--- config.mk ---
export PLATFORM = sky130hd
export DESIGN_NAME = regbank_access_arbiter
export DESIGN_NICKNAME = d
export VERILOG_FILES = /design/src/rtl/regbank_access_arbiter.sv
export SDC_FILE = /design/constraint.sdc
export NUM_CORES = 1
export LEC_CHECK = 0
export ABC_CLOCK_PERIOD_IN_PS = 2060
export CAP_MARGIN = 20
export CORE_AREA = 5 5 100 102
export DETAILED_ROUTE_END_ITERATION = 10
export DIE_AREA = 0 0 105 107
export HOLD_SLACK_MARGIN = 0.1
export PLACE_DENSITY = 0.75
export SLEW_MARGIN = 20
export SYNTH_ARGS = -nofsm -noshare
export SYNTH_HDL_FRONTEND = slang
export SYNTH_SLANG_ARGS = --single-unit
export TNS_END_PERCENT = 20
--- constraint.sdc ---
create_clock -name clk -period 2.06 [get_ports clk]
set_input_delay 0.309 -clock clk [delete_from_list [all_inputs] [get_ports clk]]
set_output_delay 0.309 -clock clk [all_outputs]
set_load 0.1 [all_outputs]
--- src/rtl/regbank_access_arbiter.sv ---
// Arbitrates the single register-bank command port between a two-operand read requester and a write requester.
// Registered bank command one cycle after accept, read data two cycles after accept; the bank is cleared once after reset.
module regbank_access_arbiter #(
    parameter int MAX_WR_BURST = 4,
    parameter bit ZERO_REG     = 1'b1
) (
    input  logic        clk,
    input  logic        reset,
    input  logic        rd_valid,
    output logic        rd_ready,
    input  logic [4:0]  rd_sel0,
    input  logic [4:0]  rd_sel1,
    output logic        rd_rsp_valid,
    output logic [31:0] rd_data0,
    output logic [31:0] rd_data1,
    input  logic        wr_valid,
    output logic        wr_ready,
    input  logic [4:0]  wr_sel,
    input  logic [31:0] wr_data,
    output logic        bank_csbar,
    output logic        bank_rdwrbar,
    output logic [4:0]  bank_sel_src0,
    output logic [4:0]  bank_sel_src1,
    output logic [4:0]  bank_sel_dst,
    output logic [31:0] bank_wdata,
    output logic        bank_rst_n,
    input  logic [31:0] bank_src0,
    input  logic [31:0] bank_src1
);
    localparam int SW = $clog2(MAX_WR_BURST + 1);

    typedef enum logic [1:0] {INIT, CLR, RUN} state_t;

    state_t        state, state_next;
    logic [SW-1:0] wr_streak;
    logic          streak_full;
    logic          wr_grant, rd_grant, wr_drop;
    logic          cmd_rd, cmd_mask0, cmd_mask1;
    logic          rsp_mask0, rsp_mask1;

    assign streak_full = (wr_streak == SW'(MAX_WR_BURST));
    assign wr_drop     = ZERO_REG && (wr_sel == 5'd0);

    always_ff @(posedge clk or posedge reset) begin
        if (reset) state <= INIT;
        else       state <= state_next;
    end

    // Writes win unless a read has already watched MAX_WR_BURST writes go past it.
    always_comb begin
        state_next = state;
        wr_grant   = 1'b0;
        rd_grant   = 1'b0;
        case (state)
            INIT: state_next = CLR;
            CLR:  state_next = RUN;
            RUN: begin
                wr_grant = wr_valid && !(rd_valid && streak_full);
                rd_grant = rd_valid && !wr_grant;
            end
            default: state_next = INIT;
        endcase
    end

    assign wr_ready   = wr_grant;
    assign rd_ready   = rd_grant;
    assign bank_rst_n = (state == RUN);

    always_ff @(posedge clk or posedge reset) begin
        if (reset) begin
            wr_streak <= '0;
        end else if (wr_grant && rd_valid) begin
            if (!streak_full) wr_streak <= wr_streak + SW'(1);
        end else if (rd_grant || !rd_valid) begin
            wr_streak <= '0;
        end
    end

    // Sel/wdata hold their last value while idle; bank_csbar=1 makes them don't-care.
    always_ff @(posedge clk or posedge reset) begin
        if (reset) begin
            bank_csbar    <= 1'b1;
            bank_rdwrbar  <= 1'b1;
            bank_sel_src0 <= '0;
            bank_sel_src1 <= '0;
            bank_sel_dst  <= '0;
            bank_wdata    <= '0;
            cmd_rd        <= 1'b0;
            cmd_mask0     <= 1'b0;
            cmd_mask1     <= 1'b0;
        end else begin
            bank_csbar <= !(rd_grant || (wr_grant && !wr_drop));
            cmd_rd     <= rd_grant;
            if (wr_grant && !wr_drop) begin
                bank_rdwrbar <= 1'b0;
                bank_sel_dst <= wr_sel;
                bank_wdata   <= wr_data;
            end else if (rd_grant) begin
                bank_rdwrbar  <= 1'b1;
                bank_sel_src0 <= rd_sel0;
                bank_sel_src1 <= rd_sel1;
                cmd_mask0     <= ZERO_REG && (rd_sel0 == 5'd0);
                cmd_mask1     <= ZERO_REG && (rd_sel1 == 5'd0);
            end
        end
    end

    always_ff @(posedge clk or posedge reset) begin
        if (reset) begin
            rd_rsp_valid <= 1'b0;
            rsp_mask0    <= 1'b0;
            rsp_mask1    <= 1'b0;
        end else begin
            rd_rsp_valid <= cmd_rd;
            rsp_mask0    <= cmd_mask0;
            rsp_mask1    <= cmd_mask1;
        end
    end

    // The bank only holds regSrc valid in the response cycle, so data passes straight through.
    assign rd_data0 = (rd_rsp_valid && !rsp_mask0) ? bank_src0 : 32'd0;
    assign rd_data1 = (rd_rsp_valid && !rsp_mask1) ? bank_src1 : 32'd0;

endmodule

# Word-level counts from Yosys, hierarchy flattened
# Cells that the tools add are included.
classes:
  n_addsub: 1
  n_eq_ne: 4
  n_mux: 10
  bitwise_logic: 1
  n_reduce_logical: 24
op_table:
  columns: ["cell", "n"]
  rows:
  - ["$mux 32", 2]
  - ["$logic_not 5->1", 3]
  - ["$mux 3", 3]
  - ["$logic_and 1x1->1", 7]
  - ["$logic_not 1->1", 7]
  - ["$pmux 2 s3", 1]
  - ["$mux 1", 4]
  - ["$reduce_and 2->1", 2]
  - ["$reduce_bool 2->1", 2]
  - ["$add 3x1->3 const B", 1]
  - ["$eq 3x3->1 const B", 1]
  - ["$eq 2x1->1 const B", 1]
  - ["$eq 2x2->1 const B", 1]
  - ["$logic_not 2->1", 1]
  - ["$logic_or 1x1->1", 2]
  - ["$ne 2x2->1 const B", 1]
  - ["$not 1->1", 1]
word_totals:
  register_bits: 60
  wordCells: 54

# Logic depth before layout (Yosys ltp)
logic_depth:
  word_depth: 10
  mapped_depth: 7

# Worst setup path before layout
# No wires, ideal clock.
synth_path:
  path_type: "flip-flop to output port"
  startpoint: "register rd_rsp_valid"
  endpoint: "output rd_data0[10]"
  arrival_time_ns: 2.213
  required_time_ns: 1.751
  path_slack_ns: -0.462
  path_stages_with_launch: 4
  path_buffers: 1
  cell_sequence: "dfrtp_1 nor2b_1 clkbuf_1 and2_1"
synth_via:
  elab_chain_len: 2
synth_lines:
  columns: ["element", "line_no", "text"]
  rows:
  - ["start: declaration", "13", "output logic rd_rsp_valid,"]
  - ["start signal: assignment", "114", "rd_rsp_valid <= cmd_rd;"]
  - ["$logic_and 1x1->1", "121", "assign rd_data0 = (rd_rsp_valid && !rsp_mask0) ? bank_src0 : 32'd0;"]
  - ["$mux 32", "121", null]
  - ["end: declaration", "14", "output logic [31:0] rd_data0,"]
# No other way between the ends.

# Worst setup path after layout
layout_path:
  startpoint: "register wr_streak[0]"
  endpoint: "output wr_ready"
layout_via:
  elab_chain_len: 5
layout_lines:
  columns: ["element", "line_no", "text"]
  rows:
  - ["start: declaration", "35", "logic [SW-1:0] wr_streak;"]
  - ["start signal: assignment", "73", "if (!streak_full) wr_streak <= wr_streak + SW'(1);"]
  - ["$eq 3x3->1", "41", "assign streak_full = (wr_streak == SW'(MAX_WR_BURST));"]
  - ["$logic_and 1x1->1", "58", "wr_grant = wr_valid && !(rd_valid && streak_full);"]
  - ["$logic_not 1->1", "58", null]
  - ["$logic_and 1x1->1", "58", null]
  - ["$mux 1", "54", "case (state)"]
  - ["end: declaration", "17", "output logic wr_ready,"]
# No other way between the ends.

==> qor.yml <==
fin_nets: 580
die_w_um: 105
synth_top_area_share_pct: 50.22
clk_latency_ns: 0.32
clockBufferDepth: 2
crit_path_cell_trace: "inv_1 > ha_1 > nand3_1 > buf_4 > and2_1 > buf_12"
power_density_nw_per_um2: 742.2
ys_ff_latch: 60
whs_ns: 0.3477
io_pins: 232
clk_pin_slew_worst_paths_ns: 0.06
cp_max_fo: 4
dieHeight_um: 107
netlist_area_sq_um: 2890
antenna_cells: 0
worst_pin_slew_ns: 0.3990
p_total_mw: 4.576
grt_pass1_wl_mm: 16.22
wl_per_cell_um: 18.58
place_congestion: 0.7901
firstDrtPassIters: 4
yosys.area.top_type: "dfrtp_1"
r2r_slack_ns: 0.27
syn_avg_cell_area_sq_um: 13.14
fp.dieArea_sq_um: 11240
p_leak_nw: 2.772
seq_area_frac_synth_pct: 52.03
syn_nets: 337
fp-row-count: 35
num-fill-cells: 648
drv_cap: 0
overflow: 0
grt_max_degree: 35
slew_headroom_pct: 73.40
final_hold_viol_count: 0
status: "finished, final reports clean"
netlist_top_cells_area: "dfrtp_1, mux2_4, and2_1, mux2_2, buf_12"
syn_to_final_growth_pct: 113.3
endpoint_kind: "output pin"
final_layout_size_suffix_gt1_share_pct: 55.89
viasPerCell: 4.374
vias: 2528
worstHoldPathType: "register to register"
finClkSkew_ns: 0.008837
drtIter0Drc: 102
drtAntennaViolNets: 0
cpPeakStageDelay_ns: 0.39
layout.core_utilization_pct: 68.35
cp_data_required_time_ns: 1.75
h-tree-depth: 3
io_buffers: 231
fin_crit_ns: 1.940
fmax_mhz: 515.6
crit_path_top_delay_cell: "dfrtp_1"
grt_pass1_vias: 2697
cts_buffers: 9
rsz0062_at_grt: "false"
core_area_sq_um: 9021
maxSlewViolCount: 0
cts_tree: "done"
fin_crit_sh_pct: 94.15
synth.distinct_cells: 30
final_cells: 578
vdd_ir_drop_max_v: 0.0006329
yosys_warnings: 0
wirelength_mm: 10.74
drc: 0
final_common_cell: "clkdlybuf4s50_1"
antenna_found_initial: 0
cts_sinks: 60
grt_usage_pct: 18.60
dp_hpwl_mm: 8.803
start_util_pct: 32.04
root_buffer: "clkbuf_8"
criticalPathCategory: "register to output pin"
crit_path_start_kind: "register"
finalSetupViolations: 0
dp.cells: 562
final_cell_mix: "clkdlybuf4s50_1, buf_12, and2_2, buf_4, dfrtp_1"
cp_data_arrival_time_ns: 1.63
syn_inst: 220
==> worst paths after layout <==
kind | from | endpoint | depth (start not counted)
max | wr_streak[0] | wr_ready | 6
min | cmd_rd | rd_rsp_valid | 0
max reg2reg | wr_streak[0] | bank_sel_src0[0] | 7
min reg2reg | cmd_rd | rd_rsp_valid | 0
max in group asynchronous | reset | bank_rdwrbar | 3
min in group asynchronous | reset | bank_sel_src1[2] | 3
==> repair_timing <==
action                     CTS  global route
setup endpoints to repair    1             1
pin swaps                    0             1
hold buffers                 0             0
gates resized for setup      1             0
hold endpoints to repair     0             0
setup buffers                1             0
==> critical path: cells and delay by family (launching register included) <==
kind / cells / cell delay, ns
adder cells (fa/ha/maj): 1 / 0.19
AND/OR/NAND/NOR: 2 / 0.31
buffers and inverters: 3 / 0.42
flip-flops: 1 / 0.39
==> metrics by stage <==
stage | area [sq um] | setup slack [ns] | setup TNS [ns]
2_1_floorplan | 2968 | -0.1211 | -0.8480
3_3_place_gp | 5964 | -0.1417 | -4.500
3_5_place_dp | 5964 | -0.1805 | -5.557
4_1_cts | 6166 | 0.06500 | 0
5_1_grt | 6166 | 0.01447 | 0
6_report | 6166 | 0.1205 | 0
==> metal layers <==
layer	vias to the layer above	share of wire, %	GRT usage, %
met4	0	0.52	4.292
met1	1182	40	22.82
met5	-	0	0
met3	4	7.1	5.719
li1	1213	-	-
met2	129	53	32.01
==> cell usage after synthesis <==
| cell | count |
|---|---|
| a211oi_2 | 1 |
| a21oi_1 | 2 |
| a22o_1 | 1 |
| a32oi_1 | 1 |
| and2_1 | 65 |
| and3b_1 | 1 |
| buf_12 | 3 |
| buf_2 | 1 |
| buf_6 | 1 |
| clkbuf_1 | 7 |
| dfrtp_1 | 58 |
| dfstp_2 | 2 |
| ha_1 | 2 |
| inv_1 | 5 |
| mux2_2 | 19 |
| mux2_4 | 29 |
| nand2_1 | 2 |
| nand2b_1 | 1 |
| nand3_1 | 2 |
| nand3b_1 | 1 |
| nor2_1 | 5 |
| nor2b_1 | 2 |
| nor3b_1 | 1 |
| o211a_1 | 1 |
| o211ai_1 | 1 |
| o21a_1 | 1 |
| o21ai_0 | 1 |
| or4_1 | 2 |
| or4_4 | 1 |
| xor2_1 | 1 |
==> where the power goes <==
group          total (mW)  internal [mW]  switching (mW)
Sequential           1.37           1.30          0.0690
Combinational        2.21          0.721            1.49
Clock                1.00          0.578           0.423
Total                4.58           2.60            1.98
==> logic make-up after synthesis <==
group / count (synthesis) / share of synthesized area [%]
flip-flops: 60 / 52.03
AO/OA/AOI/OAI: 9 / 2.424
adder cells (fa/ha/maj): 2 / 0.8657
multiplexers: 48 / 22.47
XOR/XNOR: 1 / 0.3031
AND/OR/NAND/NOR: 83 / 17.71
buffers and inverters: 17 / 4.199
==> sequential cells by signal, summed over array words and instances (netlist names) <==
signal / cells
state: 2
bank_sel_src1: 5
bank_csbar: 1
rsp_mask1: 1
cmd_mask1: 1
cmd_mask0: 1
bank_rdwrbar: 1
bank_sel_dst: 5
bank_sel_src0: 5
rsp_mask0: 1
wr_streak: 3
bank_wdata: 32
rd_rsp_valid: 1
cmd_rd: 1
==> cell type report <==
class | count | area (sq um) | area share (%)
Clock buffer | 10 | 137.6 | 2.232
Clock inverter | 5 | 52.55 | 0.8523
Inverter | 5 | 18.77 | 0.3044
Multi-Input combinational cell | 143 | 1341 | 21.75
Sequential cell | 60 | 1505 | 24.41
Tap cell | 111 | 138.9 | 2.252
Timing Repair Buffer | 244 | 2972 | 48.19
(Power assumes the default switching activity.)
